## config.mk

```make
export PLATFORM = sky130hd
export DESIGN_NAME = sdr_sym2byte
export DESIGN_NICKNAME = d
export VERILOG_FILES = /design/src/rtl/sdr_sym2byte_pkg.sv /design/src/rtl/sdr_sym2byte_gray2bin.sv /design/src/rtl/sdr_sym2byte.sv
export SDC_FILE = /design/constraint.sdc
export NUM_CORES = 1
export LEC_CHECK = 0
export CAP_MARGIN = 5
export CELL_PAD_IN_SITES_DETAIL_PLACEMENT = 1
export CELL_PAD_IN_SITES_GLOBAL_PLACEMENT = 1
export CORE_MARGIN = 3
export CORE_UTILIZATION = 38
export CTS_CLUSTER_DIAMETER = 120
export DETAILED_ROUTE_END_ITERATION = 7
export PLACE_DENSITY_LB_ADDON = 0.15
export SLEW_MARGIN = 20
export SYNTH_ARGS = -nofsm -noshare
export SYNTH_HDL_FRONTEND = slang
export SYNTH_HIERARCHICAL = 1
export SYNTH_SLANG_ARGS = --single-unit
export TNS_END_PERCENT = 20
```

## constraint.sdc

```tcl
create_clock -name iclk -period 3.5 [get_ports iclk]
set_input_delay 0.35 -clock iclk [delete_from_list [all_inputs] [get_ports iclk]]
set_output_delay 0.35 -clock iclk [all_outputs]
set_load 0.01 [all_outputs]
```

## src/rtl/sdr_sym2byte_pkg.sv

```systemverilog
// Shared SDR definitions: symbol-size limit, symbol-to-byte FSM states,
// modulation settings record and a small legality helper.
package pkg_sv_sdr;

    // Largest supported bits-per-symbol (QAM4096)
    localparam int SYM_SIZE_MAX = 12;
    // Bit accumulator width and the width of its fill counter
    localparam int ACC_W        = 20;
    localparam int CNT_W        = 5;

    typedef enum logic [1:0] {
        IDLE  = 2'd0,
        RUN   = 2'd1,
        DROP  = 2'd2,
        FLUSH = 2'd3
    } t_s2b_state;

    typedef struct packed {
        logic [1:0] mod_type;
        logic [3:0] symbol_size;
    } t_modulation_settings;

    // A symbol size is usable when it is 1..SYM_SIZE_MAX
    function automatic logic size_is_legal(input logic [3:0] size);
        return (size != 4'd0) && (size <= 4'(SYM_SIZE_MAX));
    endfunction

endpackage

```

## src/rtl/sdr_sym2byte_gray2bin.sv

```systemverilog
// Combinational Gray-to-binary decode of a right-justified symbol.
// Bits at or above 'size' are forced to zero before decoding.
module sdr_gray2bin
    import pkg_sv_sdr::*;
#(
    parameter int SYM_W = 12
) (
    input  logic [SYM_W-1:0] gray,
    input  logic [3:0]       size,
    output logic [SYM_W-1:0] bin
);

    logic [SYM_W-1:0] gray_mask_s;

    // Mask to the active symbol width, then prefix-XOR from the MSB down
    always_comb begin
        logic run_v;
        gray_mask_s = '0;
        bin         = '0;
        run_v       = 1'b0;
        for (int i = 0; i < SYM_W; i++) begin
            gray_mask_s[i] = gray[i] & (i < int'(size));
        end
        for (int i = SYM_W - 1; i >= 0; i--) begin
            run_v  = run_v ^ gray_mask_s[i];
            bin[i] = run_v;
        end
    end

endmodule

```

## src/rtl/sdr_sym2byte.sv

```systemverilog
// Symbol-to-byte packer: accumulates isym_size-bit hard-decision symbols
// MSB first and emits BYTE_W-bit words, zero-padding the frame tail.
// Optional build macro SDR_SYM2BYTE_GRAY_EN: Gray-decode each symbol
// (via sdr_gray2bin) before packing.
module sdr_sym2byte
    import pkg_sv_sdr::*;
#(
    parameter int SYM_W  = 12,
    parameter int BYTE_W = 8
) (
    input  logic              iclk,
    input  logic              ireset,
    input  logic [3:0]        isym_size,
    input  logic              i_valid,
    input  logic [SYM_W-1:0]  i_data,
    input  logic              i_last,
    output logic              o_ready,
    output logic              o_valid,
    output logic [BYTE_W-1:0] o_data,
    output logic              o_last,
    input  logic              i_ready,
    output logic              o_err
);

    localparam logic [CNT_W-1:0] BYTE_CNT = CNT_W'(BYTE_W);
    localparam logic [CNT_W-1:0] ACC_CNT  = CNT_W'(ACC_W);

    t_s2b_state         state_r, state_next_s;
    logic [CNT_W-1:0]   cnt_r, cnt_next_s;
    logic [ACC_W-1:0]   acc_r, acc_next_s;
    logic [3:0]         size_r, size_eff_s;
    logic [SYM_W-1:0]   sym_mask_s, sym_app_s;
    logic [ACC_W-1:0]   sym_ext_s;
    logic [CNT_W-1:0]   shift_s;
    logic               o_ready_s, in_xfer_s, start_s, illegal_s, append_s;
    logic               out_free_s, emit_s, last_s;
    logic               o_valid_r, o_last_r, o_err_r;
    logic [BYTE_W-1:0]  o_data_r;

    // Transfer qualifiers, effective symbol size and byte-emit decision
    always_comb begin
        in_xfer_s  = i_valid && o_ready_s;
        start_s    = in_xfer_s && (state_r == IDLE);
        size_eff_s = (state_r == IDLE) ? isym_size : size_r;
        illegal_s  = start_s && !size_is_legal(isym_size);
        if (state_r == IDLE) begin
            append_s = start_s && size_is_legal(isym_size);
        end else begin
            append_s = in_xfer_s && (state_r == RUN);
        end
        out_free_s = !o_valid_r || i_ready;
        emit_s     = out_free_s && ((cnt_r >= BYTE_CNT) ||
                                    ((state_r == FLUSH) && (cnt_r != '0)));
        last_s     = (state_r == FLUSH) && (cnt_r <= BYTE_CNT);
    end

    // Drop the bits above the active symbol width
    always_comb begin
        sym_mask_s = '0;
        for (int i = 0; i < SYM_W; i++) begin
            sym_mask_s[i] = i_data[i] & (i < int'(size_eff_s));
        end
    end

`ifdef SDR_SYM2BYTE_GRAY_EN
    sdr_gray2bin #(
        .SYM_W (SYM_W)
    ) u_gray2bin (
        .gray (sym_mask_s),
        .size (size_eff_s),
        .bin  (sym_app_s)
    );
`else
    assign sym_app_s = sym_mask_s;
`endif

    // Next accumulator contents: either shift out a byte or append a symbol
    // (the two never coincide because o_ready requires cnt < BYTE_W)
    always_comb begin
        sym_ext_s  = {{(ACC_W-SYM_W){1'b0}}, sym_app_s};
        shift_s    = ACC_CNT - cnt_r - {1'b0, size_eff_s};
        acc_next_s = acc_r;
        cnt_next_s = cnt_r;
        if (emit_s) begin
            acc_next_s = acc_r << BYTE_W;
            cnt_next_s = (cnt_r >= BYTE_CNT) ? (cnt_r - BYTE_CNT) : '0;
        end else if (append_s) begin
            acc_next_s = acc_r | (sym_ext_s << shift_s);
            cnt_next_s = cnt_r + {1'b0, size_eff_s};
        end else begin
            acc_next_s = acc_r;
            cnt_next_s = cnt_r;
        end
    end

    // FSM state register
    always_ff @(posedge iclk) begin
        if (ireset) begin
            state_r <= IDLE;
        end else begin
            state_r <= state_next_s;
        end
    end

    // FSM next-state logic
    always_comb begin
        state_next_s = state_r;
        case (state_r)
            IDLE: begin
                if (start_s) begin
                    if (illegal_s) begin
                        state_next_s = i_last ? IDLE : DROP;
                    end else begin
                        state_next_s = i_last ? FLUSH : RUN;
                    end
                end else begin
                    state_next_s = IDLE;
                end
            end
            RUN: begin
                if (in_xfer_s && i_last) begin
                    state_next_s = FLUSH;
                end else begin
                    state_next_s = RUN;
                end
            end
            DROP: begin
                if (in_xfer_s && i_last) begin
                    state_next_s = IDLE;
                end else begin
                    state_next_s = DROP;
                end
            end
            FLUSH: begin
                if ((cnt_r == '0) && out_free_s) begin
                    state_next_s = IDLE;
                end else begin
                    state_next_s = FLUSH;
                end
            end
            default: state_next_s = IDLE;
        endcase
    end

    // FSM outputs: upstream may transfer only while a whole symbol fits
    always_comb begin
        o_ready_s = !ireset && (state_r != FLUSH) && (cnt_r < BYTE_CNT);
    end

    // Accumulator, fill count, latched frame size and registered outputs
    always_ff @(posedge iclk) begin
        if (ireset) begin
            acc_r     <= '0;
            cnt_r     <= '0;
            size_r    <= 4'd0;
            o_valid_r <= 1'b0;
            o_data_r  <= '0;
            o_last_r  <= 1'b0;
            o_err_r   <= 1'b0;
        end else begin
            acc_r   <= acc_next_s;
            cnt_r   <= cnt_next_s;
            o_err_r <= illegal_s;
            if (start_s) begin
                size_r <= isym_size;
            end else begin
                size_r <= size_r;
            end
            if (emit_s) begin
                o_valid_r <= 1'b1;
                o_data_r  <= acc_r[ACC_W-1 -: BYTE_W];
                o_last_r  <= last_s;
            end else if (i_ready) begin
                o_valid_r <= 1'b0;
                o_last_r  <= 1'b0;
            end else begin
                o_valid_r <= o_valid_r;
                o_last_r  <= o_last_r;
            end
        end
    end

    assign o_ready = o_ready_s;
    assign o_valid = o_valid_r;
    assign o_data  = o_data_r;
    assign o_last  = o_last_r;
    assign o_err   = o_err_r;

endmodule
```

==> Word level (Yosys, flattened, before mapping) <==
Cells that the tools add are included.
{ "word_totals": {"reg_bits": 42, "inputBits": 21, "output_inout_bits": 12, "elab_cells": 90} }
{ "op_classes": {"add_sub_neg": 4, "n_lt_le_gt_ge": 16, "eq_ne": 4, "shifts": 1, "muxes": 18, "bitwise": 13, "n_reduce_logical": 25} }
{ "op_table": {"columns": ["operator", "n"], "rows": [
  ["2-to-1 mux 20 bit", 2],
  ["OR 20 bit", 1],
  ["<< shifter 12 x 5 -> 20 bit", 1],
  ["< comparator 3 x 4 -> 1 bit, first input constant", 4],
  ["< comparator 4 bit, first input constant", 4],
  ["2-to-1 mux 5 bit", 3],
  ["2-to-1 mux 2 bit", 7],
  ["logical AND 1 bit", 13],
  ["bitwise AND 1 bit", 12],
  ["< comparator 1 x 4 -> 1 bit, first input constant", 2],
  ["< comparator 2 x 4 -> 1 bit, first input constant", 2],
  ["case mux 2 bit (4 select lines)", 1],
  ["adder 5 x 4 -> 5 bit", 1],
  [">= comparator 5 x 4 -> 1 bit, second input constant", 1],
  ["less-or-equal comparator 5 x 4 -> 1 bit, second input constant", 1],
  ["zero test 5 bit", 1],
  ["< comparator 5 x 4 -> 1 bit, second input constant", 1],
  ["nonzero test 5 bit", 1],
  ["subtractor 5 x 4 -> 5 bit", 1],
  ["subtractor 5 x 4 -> 5 bit, second input constant", 1],
  ["subtractor 5 bit, first input constant", 1],
  ["== test 2 bit, second input constant", 2],
  ["less-or-equal comparator 4 bit, second input constant", 1],
  ["2-to-1 mux 1 bit", 4],
  ["9 further kinds", 13]
]} }

==> Logic depth before layout (Yosys ltp) <==
Gate-level depths: netlist of run 1.
{ "logic_depth": {"ltp_word": 9, "mapped_depth": 15, "ltp_nobuf": 13} }

==> Least setup slack after synthesis of run 1 <==
No wires, ideal clock.
{ "synth_timing": {"kind": "register to register", "start": "reg state_r[1]", "end": "reg acc_r[11]", "setup_ns": 0.125, "arrival_time_ns": 3.279, "required_ns": 3.375, "setup_slack_ns": 0.096, "stages_incl_launch_ff": 15, "path_buffers": 3, "synth_period_minus_slack_ns": 3.404, "cell_sequence": "dfxtp_1 -> buf_6 -> nor2_4 -> mux2_2 -> ha_1 -> inv_1 -> ha_1 -> inv_1 -> fa_1 -> clkbuf_1 -> clkbuf_1 -> nor2_1 -> a311oi_1 -> a211oi_1 -> o41a_1"} }
{ "synth_between": {"elab_chain_cells": 8, "elab_cells_between_ends": 45, "cone_classes": "add/sub: 1; order compare: 12; eq/ne: 3; shift: 1; mux: 4; bitwise: 13; reduce/logical: 11"} }
{ "synth_rtl": {"columns": ["element", "line_no", "rtl"], "rows": [
  ["start, declared", "sdr_sym2byte.sv:28", "t_s2b_state state_r, state_next_s;"],
  ["start signal, assigned", "sdr_sym2byte.sv:101", "state_r <= state_next_s;"],
  ["zero test 2 bit / != test 2 bit (equally long branches)", null, null],
  ["2-to-1 mux 4 bit / logical AND 1 bit (equally long branches)", "sdr_sym2byte.sv:44, sdr_sym2byte.sv:147", null],
  ["< comparator 1 x 4 -> 1 bit (tied with other cells)", "sdr_sym2byte.sv:61", "sym_mask_s[i] = i_data[i] & (i < int'(size_eff_s));"],
  ["bitwise AND 1 bit / logical AND 1 bit (equally long branches)", "sdr_sym2byte.sv:61, sdr_sym2byte.sv:42", null],
  ["<< shifter 12 x 5 -> 20 bit / logical AND 1 bit (equally long branches)", "sdr_sym2byte.sv:88, sdr_sym2byte.sv:43", null],
  ["OR 20 bit / logical AND 1 bit (equally long branches)", "sdr_sym2byte.sv:88, sdr_sym2byte.sv:47", null],
  ["2-to-1 mux 20 bit / 2-to-1 mux 1 bit (equally long branches)", "sdr_sym2byte.sv:87, sdr_sym2byte.sv:46", null],
  ["2-to-1 mux 20 bit / nonzero test 2 bit (equally long branches)", null, null],
  ["end signal, assigned", "sdr_sym2byte.sv:161", "acc_r <= acc_next_s;"],
  ["end, declared", "sdr_sym2byte.sv:30", "logic [ACC_W-1:0] acc_r, acc_next_s;"]
]} }
Parallel ways exist; a longest one is shown, timed or not. The select of a mux whose other input is x is not followed.
A chain may end at the register's enable or synchronous reset.

==> Worst setup path after layout of run 1 <==
{ "layout_timing": {"start": "reg state_r[1]", "end": "reg acc_r[19]"} }
The elaborated chain is that of the path after synthesis.

==> out/summary.txt, run 1 <==
status: finished, final reports clean
critical-path cell list: nor2_4 > mux2_2 > ha_1 > inv_1 > ha_1 > inv_1 > fa_1 > o32a_1 > o21a_1 > a2111o_1 > a311oi_1
commonest non-fill, non-tap cell in the layout: nand2_1
Die Y: 97.0 um
WP data arrival: 3.59 ns
share of cells above drive strength 1: 12.9%
Final Routed Wirelength: 10400 um
number of buffers and inverters on the critical path: 2
Worst-path clk slew: 0.09 ns
area of the core: 7890 um^2
Mapped Nets: 446
Synth Area in XOR/XNOR: 1.95%
P&R area growth vs syn: 23.4%
num rows: 32
dominant synthesized flop cell: dfxtp_1
crit path max fanout: 7
CTS tree: yes
GRT Total Usage: 21.6%
commonest cells after routing, fill and taps aside: nand2_1 (54), nor2_1 (43), dfxtp_1 (42)
CP max-delay cell: fa_1
Synth Area in Compound Gates: 29.2%
worst path required time: 3.71 ns
global-route wire length before repair: 16800 um
PwrDens: 837 nW/um^2
endpoints failing hold: 0
diodes inserted: 0
DR iter-0 viols: 205
Initial Util: 39.9%
Peak Freq: 297 MHz
Crit Path Category: reg2reg
CTS Buf Count: 5
clk_lat worst skew: 0.30 ns
min Tclk post-route: 3.37 ns
DP HPWL: 8300 um
Fillers: 995
Post-Synthesis Cells: 412
Max Buffers Root-to-Sink: 2
vias per inst: 5.87
Nets: 497
cell family with most CP delay: compound AO/OA/AOI/OAI gates
P_leak: 0.00149 uW
Reg2Reg Setup Slack: 0.13 ns
largest family of logic cells by synthesized area: compound AO/OA/AOI/OAI gates
Register Area: 841 um^2
H-tree depth: 2
initial antenna violation count: 0
Overall Power: 3250 uW
max_cap viols: 0
routed vias: 3320
Tcrit/Tclk final: 96.3%
final setup fails: 0
Synth Area in Simple Gates: 24.5%
root buf cell: clkbuf_8
Avg Synthesized Cell Area: 7.64 um^2
post-synthesis mux area share: 5.28%
Hold Path Class: reg2reg
die area: 9420 um^2
num ports: 33
Antenna Violating Nets Remaining: 0
vias in the first global route: 3182
unrepaired setup endpoints after global routing: false
GP Congestion: 0.923
sequential-to-total area share from yosys stat: 26.7%
Peak supply drop: 0.330 mV
clk sinks: 42
drt pass-1 iters: 5
Slew HR: 55.8%
IO buf count: 32
skew final: 0.00835 ns
Remaining Overflow, GRT: 0
Slew Limit Fails: 0
area of the multi-input gates: 2110 um^2
# DRC: 0
Synth Area in Adders: 6.12%
Yosys reg bits: 42
Tightest Pin Transition: 0.658 ns
startpoint types: register
EDFF count, synth: 0
Async S/R FF share, synth: 0%
DIE WIDTH: 97.0 um
largest net degree at the start of global routing: 26
Yosys cell types: 70
Yosys warnings: 6
Fin Setup TNS: 0 ns
Netlist Area Pre-Place: 3150 um^2
Avg WL per Cell: 18.3 um
crit-path max cell delay: 0.56 ns
CP Capture Type: register
CTS Hold Buffers Added: 0
## stage by stage
step | hold WS, ns | instances | instance area [um^2] | utilization, % | setup WS [ns]
global placement | 0.442 | 558 | 3790 | 48.0 | -0.00572
floorplan | 0.425 | 412 | 3150 | - | 0.0963
finish | 0.457 | 566 | 3890 | 49.3 | 0.128
global route | 0.473 | 566 | 3890 | 49.3 | 0.00214
CTS | 0.462 | 566 | 3880 | 49.2 | 0.137
detailed placement | 0.448 | 558 | 3790 | 48.0 | -0.0640
## worst min-delay path: stages (launching register included)
cell	delay [ns]
dfxtp_1	0.31
nand2_1	0.05
a21oi_1	0.05
## power by group
part / leakage, uW / internal (uW) / switching, uW
Clock: 0.0000447 / 144 / 187
Sequential: 0.000340 / 551 / 65.8
Combinational: 0.00110 / 978 / 1330
## layer usage
layer | GRT usage, % | up-vias | part of all wire (%)
li1 | - | 1611 | -
met1 | 32.0 | 1614 | 49
met2 | 33.4 | 78 | 45
met3 | 2.38 | 17 | 4.0
met4 | 5.29 | 0 | 1.9
met5 | 0 | - | 0
## synthesized netlist by cell type (5+ instances only)
library cell  number  area (um^2)
a21oi_1           31          155
nand3_1           15         75.1
ha_1               9          113
o21ai_1            6         30.0
o211a_1            6         60.1
o21a_1             7         52.6
mux2i_1           11          110
inv_1             20         75.1
dfxtp_1           42          841
nor2_1            44          165
o211ai_1          11         82.6
xnor2_1            5         43.8
nor3_1             8         40.0
o21ai_0           11         55.1
a31oi_1           11         68.8
nand2_1           54          203
clkbuf_1          18         67.6
## registers in the layout (all words and copies together), names as in the netlist
name,count
acc_r,20
cnt_r,5
o_data,8
o_err,1
o_last,1
o_valid,1
size_r,4
state_r,2
## final timing paths
check             cells past startpoint  startpoint   endpoint
hold reg to reg                       2   o_data[6]  o_data[6]
hold / removal                        2   o_data[6]  o_data[6]
setup / recovery                     11  state_r[1]  acc_r[19]
setup reg to reg                     11  state_r[1]  acc_r[19]
## cells by family after synthesis
| family | Yosys count |
|---|---|
| buf+inv | 47 |
| simple gates | 159 |
| xor+xnor | 7 |
| mux | 14 |
| fa+ha+maj | 13 |
| flops | 42 |
| compound gates | 130 |
## layout make-up
type	count	area share, %
Sequential cell	42	21.6
Clock inverter	3	0.644
Tap cell	102	3.28
Timing Repair Buffer	70	16.2
Clock buffer	5	1.77
Multi-Input combinational cell	323	54.4
Inverter	21	2.03
## what timing repair did
action / in CTS / in global routing
buffers inserted: 0 / 0
setup endpoints to repair: 0 / 1
gates resized for setup: 0 / 1
Power figures use the tool's default switching activity.
==> run 2, diff against run 1 <==
--- a/config.mk
+++ b/config.mk
@@ -12,6 +12,7 @@
 export CORE_UTILIZATION = 38
 export CTS_CLUSTER_DIAMETER = 120
 export DETAILED_ROUTE_END_ITERATION = 7
+export HOLD_SLACK_MARGIN = 0.12
 export PLACE_DENSITY_LB_ADDON = 0.15
 export SLEW_MARGIN = 20
 export SYNTH_ARGS = -nofsm -noshare
==> results of run 2 <==
No change in the layout: final DEF, timing and power equal those of run 1.
